**src/rtl/state_pkg.sv**
```systemverilog
// Shared player-state types and default motion constants for the movement,
// jump and draw logic.
package state_pkg;

    // Horizontal movement state used by the walking controller.
    typedef enum logic [1:0] {
        S_IDLE  = 2'd0,
        S_LEFT  = 2'd1,
        S_RIGHT = 2'd2
    } State;

    typedef enum logic [1:0] {
        GROUND = 2'd0,
        RISE   = 2'd1,
        FALL   = 2'd2
    } jump_state_t;

    localparam int YPOS_W = 12;
    localparam int POS_W  = 13;
    localparam int VEL_W  = 6;

    localparam int DEF_GROUND_Y = 600;
    localparam int DEF_CEIL_Y   = 0;
    localparam int DEF_JUMP_V0  = 12;
    localparam int DEF_GRAVITY  = 1;
    localparam int DEF_VMAX     = 16;

    function automatic logic [VEL_W-1:0] sat0_sub(input logic [VEL_W-1:0] a,
                                                   input logic [VEL_W-1:0] b);
        return (a > b) ? (a - b) : '0;
    endfunction

endpackage

```
**src/rtl/rise_edge.sv**
```systemverilog
// One-bit rising-edge detector: pulse while the input is high and its
// registered copy is still low.
module rise_edge (
    input  logic clk,
    input  logic rst_n,
    input  logic d_i,
    output logic rise_o
);

    logic d_q;

    always_ff @(posedge clk or negedge rst_n) begin
        if (!rst_n) begin
            d_q <= 1'b0;
        end else begin
            d_q <= d_i;
        end
    end

    assign rise_o = d_i & ~d_q;

endmodule

```
**src/rtl/player_jump_ctl.sv**
```systemverilog
// Vertical jump controller: frame-ticked GROUND/RISE/FALL motion with a
// single latched jump request, ceiling/floor clamps and a landing pulse.
module player_jump_ctl
    import state_pkg::*;
#(
    parameter int GROUND_Y = DEF_GROUND_Y,
    parameter int CEIL_Y   = DEF_CEIL_Y,
    parameter int JUMP_V0  = DEF_JUMP_V0,
    parameter int GRAVITY  = DEF_GRAVITY,
    parameter int VMAX     = DEF_VMAX
) (
    input  logic              clk,
    input  logic              rst_n,
    input  logic              v_tick,
    input  logic              m_jump,
    output logic [YPOS_W-1:0] ypos_player,
    output logic              airborne,
    output logic              landed,
    output jump_state_t       dbg_state,
    output logic [VEL_W-1:0]  dbg_vel
);

    localparam logic [POS_W-1:0]        GROUND_P = POS_W'(GROUND_Y);
    localparam logic signed [POS_W-1:0] CEIL_P   = POS_W'(CEIL_Y);
    localparam logic [VEL_W-1:0]        V0_V     = VEL_W'(JUMP_V0);
    localparam logic [VEL_W-1:0]        GRAV_S   = VEL_W'(GRAVITY);
    localparam logic [VEL_W:0]          GRAV_W   = (VEL_W + 1)'(GRAVITY);
    localparam logic [VEL_W:0]          VMAX_W   = (VEL_W + 1)'(VMAX);

    logic tick;
    logic press;

    rise_edge u_tick_edge (
        .clk    (clk),
        .rst_n  (rst_n),
        .d_i    (v_tick),
        .rise_o (tick)
    );

    rise_edge u_jump_edge (
        .clk    (clk),
        .rst_n  (rst_n),
        .d_i    (m_jump),
        .rise_o (press)
    );

    jump_state_t       state_q, state_d;
    logic [YPOS_W-1:0] ypos_q, ypos_d;
    logic [VEL_W-1:0]  vel_q, vel_d;
    logic              pending_q, pending_d;
    logic              airborne_q, airborne_d;
    logic              landed_q, landed_d;

    // 13-bit position math so a rise past 0 or a fall past 4095 is caught
    // by the clamps instead of wrapping.
    logic signed [POS_W-1:0] rise_pos;
    logic [POS_W-1:0]        fall_pos;
    logic [VEL_W:0]          vel_sum;
    logic [VEL_W-1:0]        vel_rise;
    logic [VEL_W-1:0]        vel_fall;

    assign rise_pos = $signed({1'b0, ypos_q}) - $signed({{(POS_W-VEL_W){1'b0}}, vel_q});
    assign vel_rise = sat0_sub(vel_q, GRAV_S);
    assign vel_sum  = {1'b0, vel_q} + GRAV_W;
    assign vel_fall = (vel_sum > VMAX_W) ? VMAX_W[VEL_W-1:0] : vel_sum[VEL_W-1:0];
    assign fall_pos = {1'b0, ypos_q} + {{(POS_W-VEL_W){1'b0}}, vel_fall};

    always_comb begin
        state_d   = state_q;
        ypos_d    = ypos_q;
        vel_d     = vel_q;
        pending_d = pending_q | press;
        landed_d  = 1'b0;

        case (state_q)
            GROUND: begin
                if (tick) begin
                    if (pending_q) begin
                        // A press landing in this same cycle stays latched
                        // for the next tick.
                        state_d   = RISE;
                        vel_d     = V0_V;
                        pending_d = press;
                    end else begin
                        ypos_d = GROUND_P[YPOS_W-1:0];
                        vel_d  = '0;
                    end
                end
            end
            RISE: begin
                if (tick) begin
                    pending_d = 1'b0;
                    if (rise_pos <= CEIL_P) begin
                        ypos_d  = CEIL_P[YPOS_W-1:0];
                        vel_d   = '0;
                        state_d = FALL;
                    end else begin
                        ypos_d = rise_pos[YPOS_W-1:0];
                        vel_d  = vel_rise;
                        if (vel_rise == '0) begin
                            state_d = FALL;
                        end
                    end
                end
            end
            FALL: begin
                if (tick) begin
                    pending_d = 1'b0;
                    if (fall_pos >= GROUND_P) begin
                        ypos_d   = GROUND_P[YPOS_W-1:0];
                        vel_d    = '0;
                        state_d  = GROUND;
                        landed_d = 1'b1;
                    end else begin
                        ypos_d = fall_pos[YPOS_W-1:0];
                        vel_d  = vel_fall;
                    end
                end
            end
            default: begin
                state_d   = GROUND;
                ypos_d    = GROUND_P[YPOS_W-1:0];
                vel_d     = '0;
                pending_d = 1'b0;
            end
        endcase

        airborne_d = (state_d == RISE) || (state_d == FALL);
    end

    always_ff @(posedge clk or negedge rst_n) begin
        if (!rst_n) begin
            state_q    <= GROUND;
            ypos_q     <= GROUND_P[YPOS_W-1:0];
            vel_q      <= '0;
            pending_q  <= 1'b0;
            airborne_q <= 1'b0;
            landed_q   <= 1'b0;
        end else begin
            state_q    <= state_d;
            ypos_q     <= ypos_d;
            vel_q      <= vel_d;
            pending_q  <= pending_d;
            airborne_q <= airborne_d;
            landed_q   <= landed_d;
        end
    end

    assign ypos_player = ypos_q;
    assign airborne    = airborne_q;
    assign landed      = landed_q;
    assign dbg_state   = state_q;
    assign dbg_vel     = vel_q;

endmodule

```
**config.mk**
```make
export PLATFORM = sky130hd
export DESIGN_NAME = player_jump_ctl
export DESIGN_NICKNAME = d
export VERILOG_FILES = /design/src/rtl/state_pkg.sv /design/src/rtl/rise_edge.sv /design/src/rtl/player_jump_ctl.sv
export SDC_FILE = /design/constraint.sdc
export NUM_CORES = 1
export LEC_CHECK = 0
export BUFFER_PORTS_ARGS = -buffer_cell sky130_fd_sc_hd__buf_2
export CELL_PAD_IN_SITES_DETAIL_PLACEMENT = 1
export CELL_PAD_IN_SITES_GLOBAL_PLACEMENT = 2
export CORE_ASPECT_RATIO = 1.25
export CORE_MARGIN = 5
export CORE_UTILIZATION = 35
export CTS_CLUSTER_DIAMETER = 150
export DETAILED_ROUTE_END_ITERATION = 8
export PLACE_DENSITY = 0.86
export SLEW_MARGIN = 20
export SYNTH_ARGS = -nofsm -noshare
export SYNTH_HDL_FRONTEND = slang
export SYNTH_HIERARCHICAL = 1
export SYNTH_SLANG_ARGS = --single-unit
```
**constraint.sdc**
```tcl
create_clock -name clk -period 4.7 [get_ports clk]
set_clock_uncertainty 0.05 [all_clocks]
set_input_delay 0.235 -clock clk [delete_from_list [all_inputs] [get_ports clk]]
set_output_delay 0.235 -clock clk [all_outputs]
set_load 0.005 [all_outputs]
```
==> results of run 1 <==
==> power breakdown <==
part / switching [mW] / internal, mW / total, mW / leakage, nW
Clock: 0.0782 / 0.0596 / 0.138 / 0.0255
Combinational: 0.907 / 0.606 / 1.51 / 0.897
Sequential: 0.106 / 0.291 / 0.397 / 0.323
==> metal layers <==
layer  up-vias  GRT usage, %  share of wire [%]  routed length [um]
li1       1174             -                  -                   -
met4         0          6.90                2.6                 202
met5         -             0                  0                   0
met2        49          32.2                 51                4020
met1      1194          22.0                 44                3440
met3        14          1.26                2.1                 167
==> final timing paths <==
| check | endpoint | slack, ps | cells after the start |
|---|---|---|---|
| worst max register to register | dbg_vel[1] | 330 | 18 |
| min in group asynchronous | u_tick_edge/d_q | 460 | 2 |
| worst min register to register | ypos_player[4] | 480 | 2 |
| max in group asynchronous | dbg_vel[2] | 3740 | 2 |
| worst max-delay path | dbg_vel[1] | 330 | 18 |
| worst min-delay path | u_tick_edge/d_q | 30 | 1 |
==> sequential cells by signal, indices dropped and copies added (netlist names) <==
signal,count
u_tick_edge/d_q,1
u_jump_edge/d_q,1
ypos_player,12
dbg_vel,6
pending_q,1
landed,1
dbg_state,2
airborne,1
==> cell type report <==
cell class,instances,area share (%)
Timing Repair Buffer,29,5.65
Sequential cell,25,22.6
Multi-Input combinational cell,247,62.8
Clock buffer,3,1.48
Clock inverter,1,0.179
Tap cell,90,4.03
Inverter,24,3.23
==> what timing repair did <==
item / CTS / global route
endpoints found under the setup margin: 0 / 12
hold buffers: 1 / 0
hold endpoints to repair: 21 / 0
resized for setup: 0 / 3
==> cells by family after synthesis <==
logic type / count (synthesis) / synth area share, %
flip-flops: 25 / 24.9
buffers and inverters: 38 / 6.48
AND/OR/NAND/NOR: 100 / 22.1
adder cells (fa/ha/maj): 23 / 12.0
multiplexers: 1 / 0.395
AO/OA/AOI/OAI: 106 / 28.4
XOR/XNOR: 16 / 5.54
other: 1 / 0.148
==> through the flow <==
stage / instance area (um2) / util, % / worst slack [ps]
after floorplan: 2530 / - / 896
after global placement: 2720 / 38.7 / 315
after detailed placement: 2720 / 38.7 / 268
after CTS: 2770 / 39.5 / 233
after global routing: 2790 / 39.8 / 22.1
final: 2790 / 39.8 / 332
==> critical path, cell delays in order (launching register included) <==
cell,delay (ps)
dfrtp_1,520
ha_1,320
inv_1,70
nand3_1,80
a21oi_1,170
nor3_1,70
a21oi_1,230
and2_1,200
ha_1,210
inv_1,70
fa_1,390
nand2b_1,190
a21oi_2,250
o22ai_1,180
mux2i_1,260
o311ai_2,180
and3_1,300
and3_1,230
a221o_1,300
==> cell usage in the layout, fill, tap and decap left out, types with 5 or more instances in the layout <==
cell	instances
a21oi_1	27
buf_2	25
inv_1	24
o21ai_0	22
ha_1	21
dfrtp_1	21
nand2_1	20
nor2_1	19
nor3_1	12
xnor2_1	12
nand3_1	9
a31oi_1	5
and3_1	5
==> results.txt, run 1 <==
----------------------------------------------------
[Cells and area]
  Fill cell total of the finished layout ... 881
  Number of nets in the layout ... 357
  Layout Area Growth over Synthesis ... 10.3%
  Register area ... 631 um2
  Antenna diode count ... 0
  Share of cells above drive strength 1 ... 16.7%
  Final cell count without fillers ... 419
  Total area of multi-input combinational cells ... 1750 um2

[STA]
  RSZ-0062 raised after global routing ... false
  Total count of hold-check failures in the final report ... 0
  Hold Slack ... 29.9 ps
  Worst-case headroom to the max-slew limit ... 58.9%
  Crit path time final ... 4370 ps
  Tcrit/Tclk final ... 92.9%
  Max frequency ... 229 MHz
  Final setup violation count ... 0
  Transition at the pin with the smallest max-transition slack ... 601 ps
  Sum of negative setup slack ... 0 ps
  Final count of pins violating max slew ... 0

[Power and ir drop]
  VDD IR-drop max ... 0.218 mV
  Overall Power ... 2.05 mW
  Leakage Power ... 1.25 nW
  P per Cell Area ... 734 nW/um2

[GRT]
  Vias in the first global route ... 2,584
  Maximum number of pins on one net before global-route repair ... 26
  Wire length of the first global-routing pass ... 13,000 um
  GR Util All Layers ... 18.0%
  Overflow left after global routing ... 0
  Initial antenna violation count ... 0

[Routing]
  Routed WL per cell ... 18.7 um
  Routed vias ... 2,431
  Number of antenna-violating nets in the routed design ... 0
  Via density per instance ... 5.80
  Count of routing violations after the opening detailed-route iteration ... 111
  Final wirelength ... 7830 um
  # DRC ... 0
  Drt pass-1 iters ... 4

[Logic synthesis]
  Dominant cell by count in the synthesized netlist ... a21oi_1
  Post-Synthesis Net Count ... 337
  Post-synth top area share ... 20.8%
  Proportion of register bits with asynchronous set or reset after synthesis ... 100%
  Top flip-flop cell by instance count after synthesis ... dfrtp_1
  Number of register bits inferred by synthesis ... 25
  Count of synthesis-stage warnings from yosys ... 6
  Gate count of the mapped netlist ... 310
  Cell taking the most area after synthesis ... dfrtp_1
  Cell variety after synth ... 69
  Number of enable flip-flop cells after synthesis ... 0
  Share of the yosys chip area belonging to registers ... 24.9%
  Synth top area cells ... dfrtp_1, ha_1, a21oi_1, o21ai_0, dfstp_2
  Synth cell count leaders ... a21oi_1, inv_1, o21ai_0
  Mean cell area of the mapped netlist ... 8.17 um2
  Netlist area before placement ... 2530 um2

[Setup path]
  Maximum fanout count along the critical path ... 11
  Arrival time at the worst endpoint ... 4490 ps
  Worst reg2reg startpoint ... dbg_vel[0]
  Kind of end point of the critical path ... flop
  Crit path kind ... flop to flop
  CP startpoint kind ... flop
  Required time of the worst setup path ... 4820 ps
  Crit path launch ... dbg_vel[0]

[Clocking]
  Clock buffer count from CTS ... 3
  Clock latency reported for the late side of the worst-skew pair ... 280 ps
  CTS tree ... done
  Maximum number of buffers from clock root to sink ... 2
  Clock-pin slew on the worst setup and hold paths ... 100 ps
  Number of clock sinks ... 25
  Clock Root Buffer ... clkbuf_8
  Postcts setup bufs ... 0
  Max H-tree Level ... 1

[Job]
  Number of max-cap violations ... 0

[Floorplanning]
  Num ports ... 26
  Initial standard-cell utilization of the core ... 36.1%
  Die outline area ... 9040 um2
  Horizontal die dimension ... 86.1 um
  Core region area ... 7020 um2
  Site Rows ... 34
  Vertical extent of the die ... 105 um

[Placement]
  Placed Cells ... 414
  RD Place Congestion ... 0.856
  Number of buffers added on ports ... 25
  Detailed placer's ending HPWL ... 6240 um

[Outcome]
  Outcome ... completed

[Min path]
  Hold Path Class ... input pin to flop
  HP Start ... v_tick

----------------------------------------------------
(Power assumes the default switching activity.)
==> inputs of run 2 (changes only) <==
Settings changed: CORE_UTILIZATION 35 to 32, PLACE_DENSITY 0.86 to 0.83, REMOVE_ABC_BUFFERS from default to 1.
Clock period 4.7 ns to 4 ns, I/O delays scaled along.
==> results.txt, run 2 (synthesized netlist as in run 1, its figures left out) <==
----------------------------------------------------
[GRT]
  Vias in the first global route ... 2,753
  Maximum number of pins on one net before global-route repair ... 26
  Overflow left after global routing ... 0
  GR Util All Layers ... 18.4%
  Initial antenna violation count ... 0
  Wire length of the first global-routing pass ... 14,000 um

[Clocking]
  Clock Root Buffer ... clkbuf_8
  Number of clock sinks ... 25
  Clock buffer count from CTS ... 3
  Clock-pin slew on the worst setup and hold paths ... 100 ps
  Maximum number of buffers from clock root to sink ... 2
  Max H-tree Level ... 1
  CTS tree ... done
  Clock latency reported for the late side of the worst-skew pair ... 290 ps

[Cells and area]
  Total area of multi-input combinational cells ... 1890 um2
  Most common library cell in the layout ignoring fill and taps ... buf_4
  Fill cell total of the finished layout ... 963
  Number of flip-flops under the largest register name ... 12
  Layout Area Growth over Synthesis ... 27.6%
  Antenna diode count ... 0
  Leading cell types in the layout, fill and taps excluded ... buf_4, buf_2, inv_1, a21oi_1
  Final cell count without fillers ... 463
  Share of cells above drive strength 1 ... 32.1%
  Design Area, Final ... 3230 um2
  Number of nets in the layout ... 396
  Register area ... 633 um2

[Setup path]
  Arrival time at the worst endpoint ... 4020 ps
  Cell breakdown of the critical path ... buf_4 > nand3_1 > nand3_1 > a21oi_1 > nor3_1 > a21oi_2 > and2_4 > ha_2 > buf_4 > a21o_1 > buf_4 > a2bb2oi_2 > buf_4 > a21boi_0 > xnor2_2 > o311ai_2 > buf_4 > a311oi_2 > o21a_1 > xor2_1 > nor2_1
  Crit path kind ... flop to flop
  Crit path largest cell delay ... 450 ps
  Bufs and invs on worst path ... 5
  Required time of the worst setup path ... 4110 ps
  Max stage delay cell, worst path ... dfrtp_2
  Worst reg2reg startpoint ... dbg_vel[0]
  Kind of end point of the critical path ... flop
  Worst r2r path cells ... 21
  Critical path's top delay family ... compound AO/OA/AOI/OAI gates
  Endpoint of the most critical register-to-register path ... airborne
  Maximum fanout count along the critical path ... 4
  CP startpoint kind ... flop
  Worst reg2reg setup slack ... 100 ps
  Library cell appearing most often on the critical path ... buf_4

[STA]
  Tcrit/Tclk final ... 97.5%
  Final count of pins violating max slew ... 0
  Max frequency ... 256 MHz
  Worst-case headroom to the max-slew limit ... 59.0%
  RSZ-0062 raised after global routing ... true
  Total count of hold-check failures in the final report ... 0
  Crit path time final ... 3900 ps
  Final setup violation count ... 0
  Transition at the pin with the smallest max-transition slack ... 615 ps

[Routing]
  Routed vias ... 2,595
  # DRC ... 0
  Drt pass-1 iters ... 4
  Via density per instance ... 5.60
  Routed WL per cell ... 18.5 um
  Number of antenna-violating nets in the routed design ... 0
  Final wirelength ... 8590 um
  Count of routing violations after the opening detailed-route iteration ... 85

[Power and ir drop]
  VDD IR-drop max ... 0.357 mV
  Leakage Power ... 1.45 nW
  P per Cell Area ... 875 nW/um2
  Overall Power ... 2.83 mW

[Floorplanning]
  Die outline area ... 9800 um2
  Initial standard-cell utilization of the core ... 32.7%
  Site Rows ... 36
  Vertical extent of the die ... 109 um
  Horizontal die dimension ... 89.6 um
  Core region area ... 7750 um2
  Num ports ... 26

[Placement]
  RD Place Congestion ... 0.848
  Placed Area ... 2940 um2
  Number of buffers added on ports ... 25
  Placed Cells ... 448
  Detailed placer's ending HPWL ... 6730 um

[Job]
  Number of max-cap violations ... 0

[Min path]
  Hold Path Class ... input pin to async pin

[Outcome]
  Outcome ... completed

----------------------------------------------------
[run 2: cell types whose count changed in the layout (fill, tap and decap cells not counted), moves of 3 or more]
cell	previous run	this run
buf_4	3	40
ha_1	21	16
ha_2	0	4
a21oi_1	27	24
and2_1	4	1
[run 2: metrics by stage]
step                worst slack [ps]  hold WS [ps]  utilization [%]  setup TNS, ps
CTS                            -16.0           427             40.0          -16.0
finish                          98.4           402             41.7              0
detailed placement              -238           204             38.0          -1790
global placement                -212           186             38.0           -704
floorplan                        265          -146                -              0
global route                    -179           491             41.7           -406
[run 2: power by group]
group | internal, mW | switching [mW] | total, mW
registers | 0.344 | 0.120 | 0.464
logic | 0.976 | 1.22 | 2.20
clock network | 0.0718 | 0.0899 | 0.162
total | 1.39 | 1.43 | 2.83
[run 2: what timing repair did]
item	in CTS	in global routing
setup buffers	5	3
pin swaps	2	10
hold endpoints to repair	23	0
hold buffers	3	0
endpoints found under the setup margin	16	17
resized for setup	8	29
[run 2: cell type report]
class                      count  share of cell area [%]
inverter                      24                    2.79
sequential                    25                    19.6
clock buffer                   4                    1.39
tap                           95                    3.68
timing repair buffer          68                    14.1
multi-input combinational    247                    58.4
[run 2: worst max path at each step]
| stage | from | slack (ps) | cells past startpoint | to |
|---|---|---|---|---|
| 6_report | dbg_vel[0] | 100 | 21 | airborne |
| 5_1_grt | dbg_vel[0] | -180 | 21 | airborne |
| 4_1_cts | dbg_vel[1] | -20 | 18 | airborne |
| 3_5_place_dp | dbg_vel[0] | -240 | 21 | airborne |
| 3_3_place_gp | dbg_vel[0] | -210 | 21 | airborne |
| 2_1_floorplan | dbg_vel[0] | 260 | 18 | dbg_vel[3] |
[run 2: per-layer routing]
metal / vias up / track usage (%) / share of wire, %
met5: - / 0 / 0
met4: 0 / 5.32 / 2.4
met3: 13 / 0.825 / 2.0
met2: 46 / 35.0 / 54
met1: 1291 / 21.7 / 42
li1: 1245 / - / -
==> inputs of run 3 (changes only) <==
Settings changed: CORE_ASPECT_RATIO 1.25 to 0.8.
==> results.txt, run 3 (synthesized netlist as in run 1, its figures left out) <==
----------------------------------------------------
[GRT]
  Wire length of the first global-routing pass ... 13,800 um
  Vias in the first global route ... 2,587
  Global-route track usage on met1 ... 26.3%
  Met2 Use GR ... 28.2%
  GR Util All Layers ... 17.9%
  Initial antenna violation count ... 0
  Met3 capacity usage during global routing ... 3.47%
  Overflow left after global routing ... 0
  Peak-usage layer in the global routing report ... met2
  Maximum number of pins on one net before global-route repair ... 26

[Placement]
  RD Place Congestion ... 0.880
  Placement Setup Slack ... -251 ps
  Number of buffers added on ports ... 25
  Detailed placer's ending HPWL ... 6670 um
  Placed Area ... 2940 um2

[Setup path]
  Max stage delay cell, worst path ... dfrtp_2
  Kind of end point of the critical path ... flop
  Critical path's top delay family ... compound AO/OA/AOI/OAI gates
  Required time of the worst setup path ... 4140 ps
  Cell breakdown of the critical path ... ha_4 > nand4_1 > a31oi_2 > nor3_2 > a21oi_2 > buf_4 > and2_1 > ha_1 > a21o_1 > a21oi_2 > xor2_2 > o22ai_2 > o311ai_4 > and3_4 > nand3_1 > buf_4 > o221ai_1
  Arrival time at the worst endpoint ... 4050 ps
  Crit path kind ... flop to flop
  Bufs and invs on worst path ... 2
  Maximum fanout count along the critical path ... 4
  Crit path largest cell delay ... 440 ps
  CP startpoint kind ... flop

[Power and ir drop]
  Leakage Power ... 1.45 nW
  P per Cell Area ... 876 nW/um2
  Sw frac ... 51.4%
  Power share of the clock group ... 5.5%
  Switching power total ... 1.49 mW
  Combinational share of power ... 78.5%
  Reg power frac ... 16.1%
  VDD IR-drop max ... 0.276 mV
  Internal power consumption ... 1.41 mW

[STA]
  Tcrit/Tclk final ... 97.8%
  Setup WS post-layout ... 87.5 ps
  Worst-case headroom to the max-slew limit ... 58.3%
  Transition at the pin with the smallest max-transition slack ... 626 ps
  Max frequency ... 256 MHz
  Final setup violation count ... 0
  Total count of hold-check failures in the final report ... 0
  Hold Slack ... 412 ps
  Crit path time final ... 3910 ps
  Final count of pins violating max slew ... 0

[Routing]
  Drt pass-1 iters ... 4
  Via density per instance ... 5.42
  Routed vias ... 2,567
  Final wirelength ... 8730 um
  Routed WL per cell ... 18.4 um
  Number of antenna-violating nets in the routed design ... 0
  # DRC ... 0
  Count of routing violations after the opening detailed-route iteration ... 121

[Clocking]
  Clock latency reported for the late side of the worst-skew pair ... 280 ps
  Maximum number of buffers from clock root to sink ... 2
  Clock-pin slew on the worst setup and hold paths ... 100 ps
  Clock buffer count from CTS ... 3
  CTS tree ... done
  Number of clock sinks ... 25
  Max H-tree Level ... 1
  Clock Root Buffer ... clkbuf_8

[Floorplanning]
  Site Rows ... 29
  Initial standard-cell utilization of the core ... 32.3%
  Num ports ... 26
  Die outline area ... 9800 um2
  Horizontal die dimension ... 109 um
  Core region area ... 7840 um2
  Vertical extent of the die ... 89.6 um

[Cells and area]
  Final Core Density ... 42.3%
  Leading cell types in the layout, fill and taps excluded ... buf_4, buf_2, a21oi_1
  Share of cells above drive strength 1 ... 33.3%
  Layout Area Growth over Synthesis ... 31.1%
  Number of nets in the layout ... 394
  Number of flip-flops under the largest register name ... 12
  Most common library cell in the layout ignoring fill and taps ... buf_4
  Antenna diode count ... 0
  Design Area, Final ... 3320 um2

[Min path]
  Hold Path Class ... input pin to async pin

[Outcome]
  Outcome ... completed

[Job]
  Number of max-cap violations ... 0

----------------------------------------------------
-- run 3: path summary, 6_finish.rpt --
path                                startpoint              to  slack (ps)  depth (start not counted)
min in group clk                ypos_player[3]  ypos_player[3]         470                          2
worst max register to register      dbg_vel[1]  ypos_player[1]          90                         17
worst min-delay path                     rst_n      dbg_vel[5]         410                          2
max in group asynchronous                rst_n      dbg_vel[1]        3050                          2
worst max-delay path                dbg_vel[1]  ypos_player[1]          90                         17
worst min register to register  ypos_player[3]  ypos_player[3]         470                          2
-- run 3: final cells by class --
cell class | instances | area (um2)
fillers | 969 | 4520
well taps | 108 | 135
flip-flops and latches | 25 | 633
inverters | 24 | 90.1
repair buffers | 66 | 452
multi-input cells | 247 | 1960
clock buffers | 4 | 45.0
-- run 3: timing repair --
item / in CTS / in global routing
resized for setup: 9 / 43
hold buffers: 3 / 0
buffers inserted: 0 / 8
endpoints found under the hold margin: 23 / 0
setup endpoints to repair: 13 / 17
pin swaps: 0 / 20
-- run 3: routing by layer --
| metal | vias up | part of all wire [%] |
|---|---|---|
| li1 | 1243 | - |
| met1 | 1267 | 49 |
| met2 | 53 | 45 |
| met3 | 4 | 4.9 |
| met4 | 0 | 0.50 |
| met5 | - | 0 |
-- run 3: metrics by stage --
stage | TNS, ps | power (mW) | std cells
after floorplan | 0 | 1.69 | 296
after global placement | -292 | 2.37 | 459
after detailed placement | -1490 | 2.40 | 459
after CTS | 0 | 2.63 | 466
after global routing | -546 | 3.14 | 474
final | 0 | 2.91 | 474
-- run 3: power by group through the flow --
stage | Sequential, mW | Clock, mW | Combinational [mW]
global route | 0.481 | 0.177 | 2.48
CTS | 0.453 | 0.167 | 2.01
detailed placement | 0.458 | 0 | 1.94
floorplan | 0.454 | 0 | 1.24
global placement | 0.453 | 0 | 1.91
finish | 0.467 | 0.159 | 2.28
